File: src/rtl/jtag_master.sv
// jtag_master: host-side JTAG initiator. Accepts one IR or DR scan command at a
// time, walks the target TAP Run-Test/Idle -> Capture -> Shift -> Exit1 ->
// Update -> Run-Test/Idle, and returns the TDO bits sampled during Shift.
// Optional feature macro: JTAG_MASTER_RESET_SEQ_EN adds a TMS-based TAP reset
// walk (5x TMS=1, 1x TMS=0) after TRST deasserts.
module jtag_master #(
  parameter int DR_WIDTH = 8,
  parameter int CLK_DIV  = 2
) (
  input  logic                             clk_i,
  input  logic                             rst_ni,
  input  logic                             cmd_valid_i,
  output logic                             cmd_ready_o,
  input  logic                             cmd_ir_i,
  input  logic [$clog2(DR_WIDTH+1)-1:0]    cmd_len_i,
  input  logic [DR_WIDTH-1:0]              cmd_data_i,
  output logic                             rsp_valid_o,
  output logic [DR_WIDTH-1:0]              rsp_data_o,
  output logic                             tck_o,
  output logic                             tms_o,
  output logic                             tdi_o,
  input  logic                             tdo_i,
  output logic                             trst_o
);

  localparam int LEN_W = $clog2(DR_WIDTH + 1);
  localparam int DIV_W = $clog2(2 * CLK_DIV);
  // TCK rises at the end of the first half-period and falls at the end of the second.
  localparam logic [DIV_W-1:0] DIV_HALF = DIV_W'(CLK_DIV - 1);
  localparam logic [DIV_W-1:0] DIV_LAST = DIV_W'(2 * CLK_DIV - 1);

  // Each scan state names the TCK cycle being driven; CAPTURE spans two cycles
  // (into Capture, then Capture -> Shift).
  typedef enum logic [3:0] {
    RESET_SEQ, IDLE, SEL_DR, SEL_IR, CAPTURE, SHIFT, EXIT1, UPDATE, DONE
  } state_t;

  state_t               state;
  logic [DIV_W-1:0]     div_cnt;
  logic [2:0]           cyc_cnt;
  logic [LEN_W-1:0]     bit_cnt;
  logic [LEN_W-1:0]     len_reg;
  logic [LEN_W-1:0]     len_eff;
  logic                 ir_reg;
  logic [DR_WIDTH-1:0]  tx_reg;
  logic [DR_WIDTH-1:0]  cap_reg;

  // Clamp the requested scan length into 1..DR_WIDTH.
  always_comb begin
    len_eff = cmd_len_i;
    if (cmd_len_i == '0)
      len_eff = LEN_W'(1);
    else if (cmd_len_i > LEN_W'(DR_WIDTH))
      len_eff = LEN_W'(DR_WIDTH);
  end

  // Control FSM with TCK divider; all pin and handshake outputs are registered.
  always_ff @(posedge clk_i or negedge rst_ni) begin
    if (!rst_ni) begin
      state       <= RESET_SEQ;
      div_cnt     <= '0;
      cyc_cnt     <= '0;
      bit_cnt     <= '0;
      len_reg     <= '0;
      ir_reg      <= 1'b0;
      tx_reg      <= '0;
      cap_reg     <= '0;
      tck_o       <= 1'b0;
      tms_o       <= 1'b1;
      tdi_o       <= 1'b0;
      trst_o      <= 1'b1;
      cmd_ready_o <= 1'b0;
      rsp_valid_o <= 1'b0;
      rsp_data_o  <= '0;
    end else begin
      case (state)
        RESET_SEQ: begin
          if (trst_o) begin
            // Hold TRST for two TCK periods with TCK parked low.
            if (div_cnt == DIV_LAST) begin
              div_cnt <= '0;
              if (cyc_cnt == 3'd1) begin
                trst_o  <= 1'b0;
                cyc_cnt <= '0;
              end else begin
                cyc_cnt <= cyc_cnt + 3'd1;
              end
            end else begin
              div_cnt <= div_cnt + 1'b1;
            end
          end else begin
`ifdef JTAG_MASTER_RESET_SEQ_EN
            // Five TMS=1 cycles reach Test-Logic-Reset, one TMS=0 reaches Run-Test/Idle.
            if (div_cnt == DIV_HALF) begin
              tck_o   <= 1'b1;
              div_cnt <= div_cnt + 1'b1;
            end else if (div_cnt == DIV_LAST) begin
              tck_o   <= 1'b0;
              div_cnt <= '0;
              if (cyc_cnt == 3'd5) begin
                state       <= IDLE;
                cmd_ready_o <= 1'b1;
                tms_o       <= 1'b0;
              end else begin
                cyc_cnt <= cyc_cnt + 3'd1;
                tms_o   <= (cyc_cnt != 3'd4);
              end
            end else begin
              div_cnt <= div_cnt + 1'b1;
            end
`else
            state       <= IDLE;
            cmd_ready_o <= 1'b1;
            tms_o       <= 1'b0;
`endif
          end
        end
        IDLE: begin
          rsp_valid_o <= 1'b0;
          if (cmd_valid_i && cmd_ready_o) begin
            cmd_ready_o <= 1'b0;
            ir_reg      <= cmd_ir_i;
            len_reg     <= len_eff;
            tx_reg      <= cmd_data_i;
            cap_reg     <= '0;
            div_cnt     <= '0;
            tms_o       <= 1'b1;
            state       <= SEL_DR;
          end else begin
            cmd_ready_o <= 1'b1;
          end
        end
        DONE: begin
          // Captured bits entered from the top; align bit 0 to the first sample.
          rsp_valid_o <= 1'b1;
          rsp_data_o  <= cap_reg >> (DR_WIDTH - int'(len_reg));
          state       <= IDLE;
        end
        default: begin
          if (div_cnt == DIV_HALF) begin
            tck_o   <= 1'b1;
            div_cnt <= div_cnt + 1'b1;
            if (state == SHIFT)
              cap_reg <= {tdo_i, cap_reg[DR_WIDTH-1:1]};
          end else if (div_cnt == DIV_LAST) begin
            // Falling edge: move to the next TCK cycle and present its TMS/TDI.
            tck_o   <= 1'b0;
            div_cnt <= '0;
            case (state)
              SEL_DR: begin
                if (ir_reg) begin
                  state <= SEL_IR;
                  tms_o <= 1'b1;
                end else begin
                  state   <= CAPTURE;
                  cyc_cnt <= '0;
                  tms_o   <= 1'b0;
                end
              end
              SEL_IR: begin
                state   <= CAPTURE;
                cyc_cnt <= '0;
                tms_o   <= 1'b0;
              end
              CAPTURE: begin
                if (cyc_cnt == 3'd0) begin
                  cyc_cnt <= 3'd1;
                  tms_o   <= 1'b0;
                end else begin
                  state   <= SHIFT;
                  bit_cnt <= '0;
                  tms_o   <= (len_reg == LEN_W'(1));
                  tdi_o   <= tx_reg[0];
                  tx_reg  <= tx_reg >> 1;
                end
              end
              SHIFT: begin
                if (bit_cnt == len_reg - 1'b1) begin
                  state <= EXIT1;
                  tms_o <= 1'b1;
                  tdi_o <= 1'b0;
                end else begin
                  bit_cnt <= bit_cnt + 1'b1;
                  tms_o   <= ((bit_cnt + 1'b1) == (len_reg - 1'b1));
                  tdi_o   <= tx_reg[0];
                  tx_reg  <= tx_reg >> 1;
                end
              end
              EXIT1: begin
                state <= UPDATE;
                tms_o <= 1'b0;
              end
              UPDATE: begin
                state <= DONE;
                tms_o <= 1'b0;
              end
              default: state <= IDLE;
            endcase
          end else begin
            div_cnt <= div_cnt + 1'b1;
          end
        end
      endcase
    end
  end

endmodule
File: config.mk
export PLATFORM = sky130hd
export DESIGN_NAME = jtag_master
export DESIGN_NICKNAME = d
export VERILOG_FILES = /design/src/rtl/jtag_master.sv
export SDC_FILE = /design/constraint.sdc
export NUM_CORES = 1
export LEC_CHECK = 0
export CORE_MARGIN = 2
export CORE_UTILIZATION = 30
export DETAILED_ROUTE_END_ITERATION = 10
export SYNTH_ARGS = -nofsm -noshare
export SYNTH_HDL_FRONTEND = slang
export SYNTH_SLANG_ARGS = --single-unit
File: constraint.sdc
create_clock -name clk_i -period 6.78 [get_ports clk_i]
set_input_delay 1.695 -clock clk_i [delete_from_list [all_inputs] [get_ports clk_i]]
set_output_delay 1.695 -clock clk_i [all_outputs]
set_load 0.1 [all_outputs]
==> results.cfg <==
[outcome]
run_status = finished, final reports clean

[clock_tree]
cts_hold_repair.buffers = 0
max-clock-path-buffers = 2
root_buffer = sky130_fd_sc_hd__clkbuf_8
cts_clk_pin_slew_worst_paths_ps = 80
cts_made_buffers = 5
cts_resized = 0
clkSinkCount = 48
clk_latency_ps = 300
cts_tree = built
cts-htree-levels = 2
cts_setup_buffers = 0

[sta]
setup_tns_ps = 0
setup_repair_after_global_routing_missed_its_margin = no
max_slew.worst_pin.slew_ps = 1100
min_tclk_post_route_ps = 3750
report.final.setup_viol = 0
min_period_over_period = 0.553
report.final.slew_viol_count = 0
final.setup_skew_ps = 6.86
timing.fmax_mhz = 267
relSlewSlack = 0.268
setup_ws_ps = 3030
finalHoldViolCount = 0

[drt]
wl_met3_um = 198
met2_wirelength_mm = 2.92
route.layer.met1.wl_mm = 3.25
dr.max_layer_used = met4
routed-via-count = 2314
drt_pass1_iterations = 5
drt-total-wl_mm = 6.46
route.detailed.drc = 0
detailedRoute.firstIterationViolations = 76
vias_per_cell = 4.88
post_drt_wl_per_cell_um = 13.6
detail-route-antenna-nets = 0

[synth]
synth_enable_flop_cells = 0
synthArstFlopShare = 1.00
area_of_the_mapped_netlist_um2 = 2940
synth.avg_cell_area_um2 = 9.12
leading_post_synthesis_cells_by_cell_area = sky130_fd_sc_hd__dfrtp_1, sky130_fd_sc_hd__nand2_1, sky130_fd_sc_hd__o21ai_0
synth_ff_type = sky130_fd_sc_hd__dfrtp_1
syn-num-nets = 345
ys_types = 63
synthesis.yosys.warnings = 0
synthDominantCellAreaShare = 0.392
biggest_area_consumer_among_synthesized_cells = sky130_fd_sc_hd__dfrtp_1
netlist_instances = 322
ys_ff_latch = 48
seq_area_frac_synth = 0.410

[floorplanning]
fp.coreArea_um2 = 9640
floorplan.rows = 36
dieWidth_um = 103
chipHeight_um = 103
io_pins = 31
initial_utilization = 0.305
die_area_um2 = 10600

[critical_path]
crit_type = flop to output pin
cp_slowest_stage_delay_ps = 1150
critical_path_peak_fanout = 6
setup.worst_path.end_class = output pin
critical_path.startpoint_type = flop
critPathArrivalTime_ps = 2060
critPathBufInv = 1
slowest_stage = sky130_fd_sc_hd__clkdlybuf4s50_1
critPathRequiredTime_ps = 5090
worst_path_dominant_cell_family = buffers and inverters
crit_path_cell_trace = clkdlybuf4s50_1

[place]
numPortBuffers = 30
dpl_worst_slack_ps = 3210
detail_placement_hpwl_mm = 4.53
place_congestion = 0.755

[global_routing]
pin_count_of_the_biggest_net_entering_global_routing = 49
grtUsageTotal = 0.134
grt_pass1_vias = 2258
global_route_wire_length_before_repair_mm = 11.2
antenna_found_initial = 0
total_global_routing_overflow = 0

[hold_path]
hold_class = flop to flop

[power]
static-leakage-power_uw = 0.00142
pwr_density_cell_nw_per_um2 = 152
ir_worst_vdd_mv = 0.0745

[finish]
antennaDiodeCount = 0
area.growth.synth_to_final_pct = 16.1
fin_nets = 363
drive_above_1_share = 0.109
fill_cells = 1012

[job]
cap_violations = 0
==> power by group <==
| part | leakage, µW | internal [µW] | switching (µW) |
|---|---|---|---|
| sequential | 0.000621 | 288 | 2.93 |
| combinational | 0.000748 | 11.6 | 11.2 |
| clock | 0.0000552 | 110 | 95.3 |
| total | 0.00142 | 410 | 109 |
==> routing by layer <==
| layer | vias to the layer above | GRT usage |
|---|---|---|
| met5 | - | 0 |
| met4 | 0 | 0.0425 |
| met3 | 7 | 0.0251 |
| met2 | 48 | 0.206 |
| met1 | 1098 | 0.189 |
| li1 | 1161 | - |
==> cells in the mapped netlist (2+ instances only) <==
| cell type | n |
|---|---|
| sky130_fd_sc_hd__and3_1 | 2 |
| sky130_fd_sc_hd__inv_1 | 8 |
| sky130_fd_sc_hd__or2_2 | 3 |
| sky130_fd_sc_hd__o21a_1 | 3 |
| sky130_fd_sc_hd__nor2_1 | 19 |
| sky130_fd_sc_hd__nand2_1 | 73 |
| sky130_fd_sc_hd__a21oi_1 | 11 |
| sky130_fd_sc_hd__o31ai_1 | 3 |
| sky130_fd_sc_hd__buf_6 | 2 |
| sky130_fd_sc_hd__mux2_2 | 5 |
| sky130_fd_sc_hd__ha_1 | 6 |
| sky130_fd_sc_hd__dfrtp_1 | 46 |
| sky130_fd_sc_hd__o21ai_0 | 29 |
| sky130_fd_sc_hd__or4_1 | 2 |
| sky130_fd_sc_hd__a31oi_1 | 4 |
| sky130_fd_sc_hd__xnor3_1 | 2 |
| sky130_fd_sc_hd__nor2b_1 | 4 |
| sky130_fd_sc_hd__a32o_1 | 2 |
| sky130_fd_sc_hd__mux2i_1 | 7 |
| sky130_fd_sc_hd__nand2b_1 | 8 |
| sky130_fd_sc_hd__nand3_2 | 2 |
| sky130_fd_sc_hd__o211ai_1 | 2 |
| sky130_fd_sc_hd__a22o_1 | 2 |
| sky130_fd_sc_hd__xor2_1 | 5 |
| sky130_fd_sc_hd__xnor2_1 | 3 |
| sky130_fd_sc_hd__o21ai_1 | 2 |
| sky130_fd_sc_hd__mux2_4 | 7 |
| sky130_fd_sc_hd__buf_2 | 9 |
| sky130_fd_sc_hd__clkbuf_1 | 8 |
| sky130_fd_sc_hd__nand3_1 | 6 |
| sky130_fd_sc_hd__dfstp_2 | 2 |
| sky130_fd_sc_hd__nor4_1 | 4 |
==> kinds of logic (layout without fill, tap and decap cells) <==
kind of cell / after synthesis / after routing / share of synthesized area
AOI/OAI and AO/OA: 76 / 76 / 0.174
xor gates and xnor gates: 10 / 10 / 0.0392
adders and majority gates: 6 / 6 / 0.0256
buffers and inverters: 28 / 47 / 0.0448
DFF: 48 / 48 / 0.410
muxes: 19 / 19 / 0.0789
and+or+nand+nor: 135 / 135 / 0.227
==> placed cells by master, fill, tap and decap left out, types with 7 or more instances in the layout <==
cell type	synthesis	layout
sky130_fd_sc_hd__a21oi_1	11	11
sky130_fd_sc_hd__nand2b_1	8	8
sky130_fd_sc_hd__clkdlybuf4s50_1	0	29
sky130_fd_sc_hd__nor2_1	19	19
sky130_fd_sc_hd__dfrtp_1	46	46
sky130_fd_sc_hd__nand2_1	73	73
sky130_fd_sc_hd__mux2i_1	7	7
sky130_fd_sc_hd__o21ai_0	29	29
sky130_fd_sc_hd__inv_1	8	8
sky130_fd_sc_hd__mux2_4	7	7
==> area by class of cell <==
cell class | instances | area (µm²) | share of cell area
tap | 133 | 166 | 0.0488
inverter | 9 | 33.8 | 0.00992
sequential | 48 | 1200 | 0.353
clock buffer | 6 | 72.6 | 0.0213
timing repair buffer | 30 | 295 | 0.0867
multi-input combinational | 246 | 1600 | 0.470
clock inverter | 2 | 35.0 | 0.0103
==> metrics by stage <==
stage          total power [µW]  utilization  hold slack (ps)  area (µm²)  instances
6_report                    519        0.353              479        3410        474
5_1_grt                     542        0.353              513        3410        474
4_1_cts                     528        0.353              483        3410        474
3_5_place_dp                320        0.342              462        3300        466
3_3_place_gp                320        0.342              462        3300        466
2_1_floorplan               303            -              449        2940        322
==> final timing paths <==
check                              to  depth (start not counted)  startpoint  slack (ps)
setup / recovery               trst_o                          1      trst_o        3030
hold / removal                  tdi_o                          2       tdi_o         480
setup reg to reg            tx_reg[5]                          7  len_reg[0]        3700
hold reg to reg                 tdi_o                          2       tdi_o         480
max in group asynchronous  div_cnt[0]                          1      rst_ni        4510
min in group asynchronous  len_reg[2]                          1      rst_ni        1580
No activity file was read; power rests on OpenSTA's default activity.
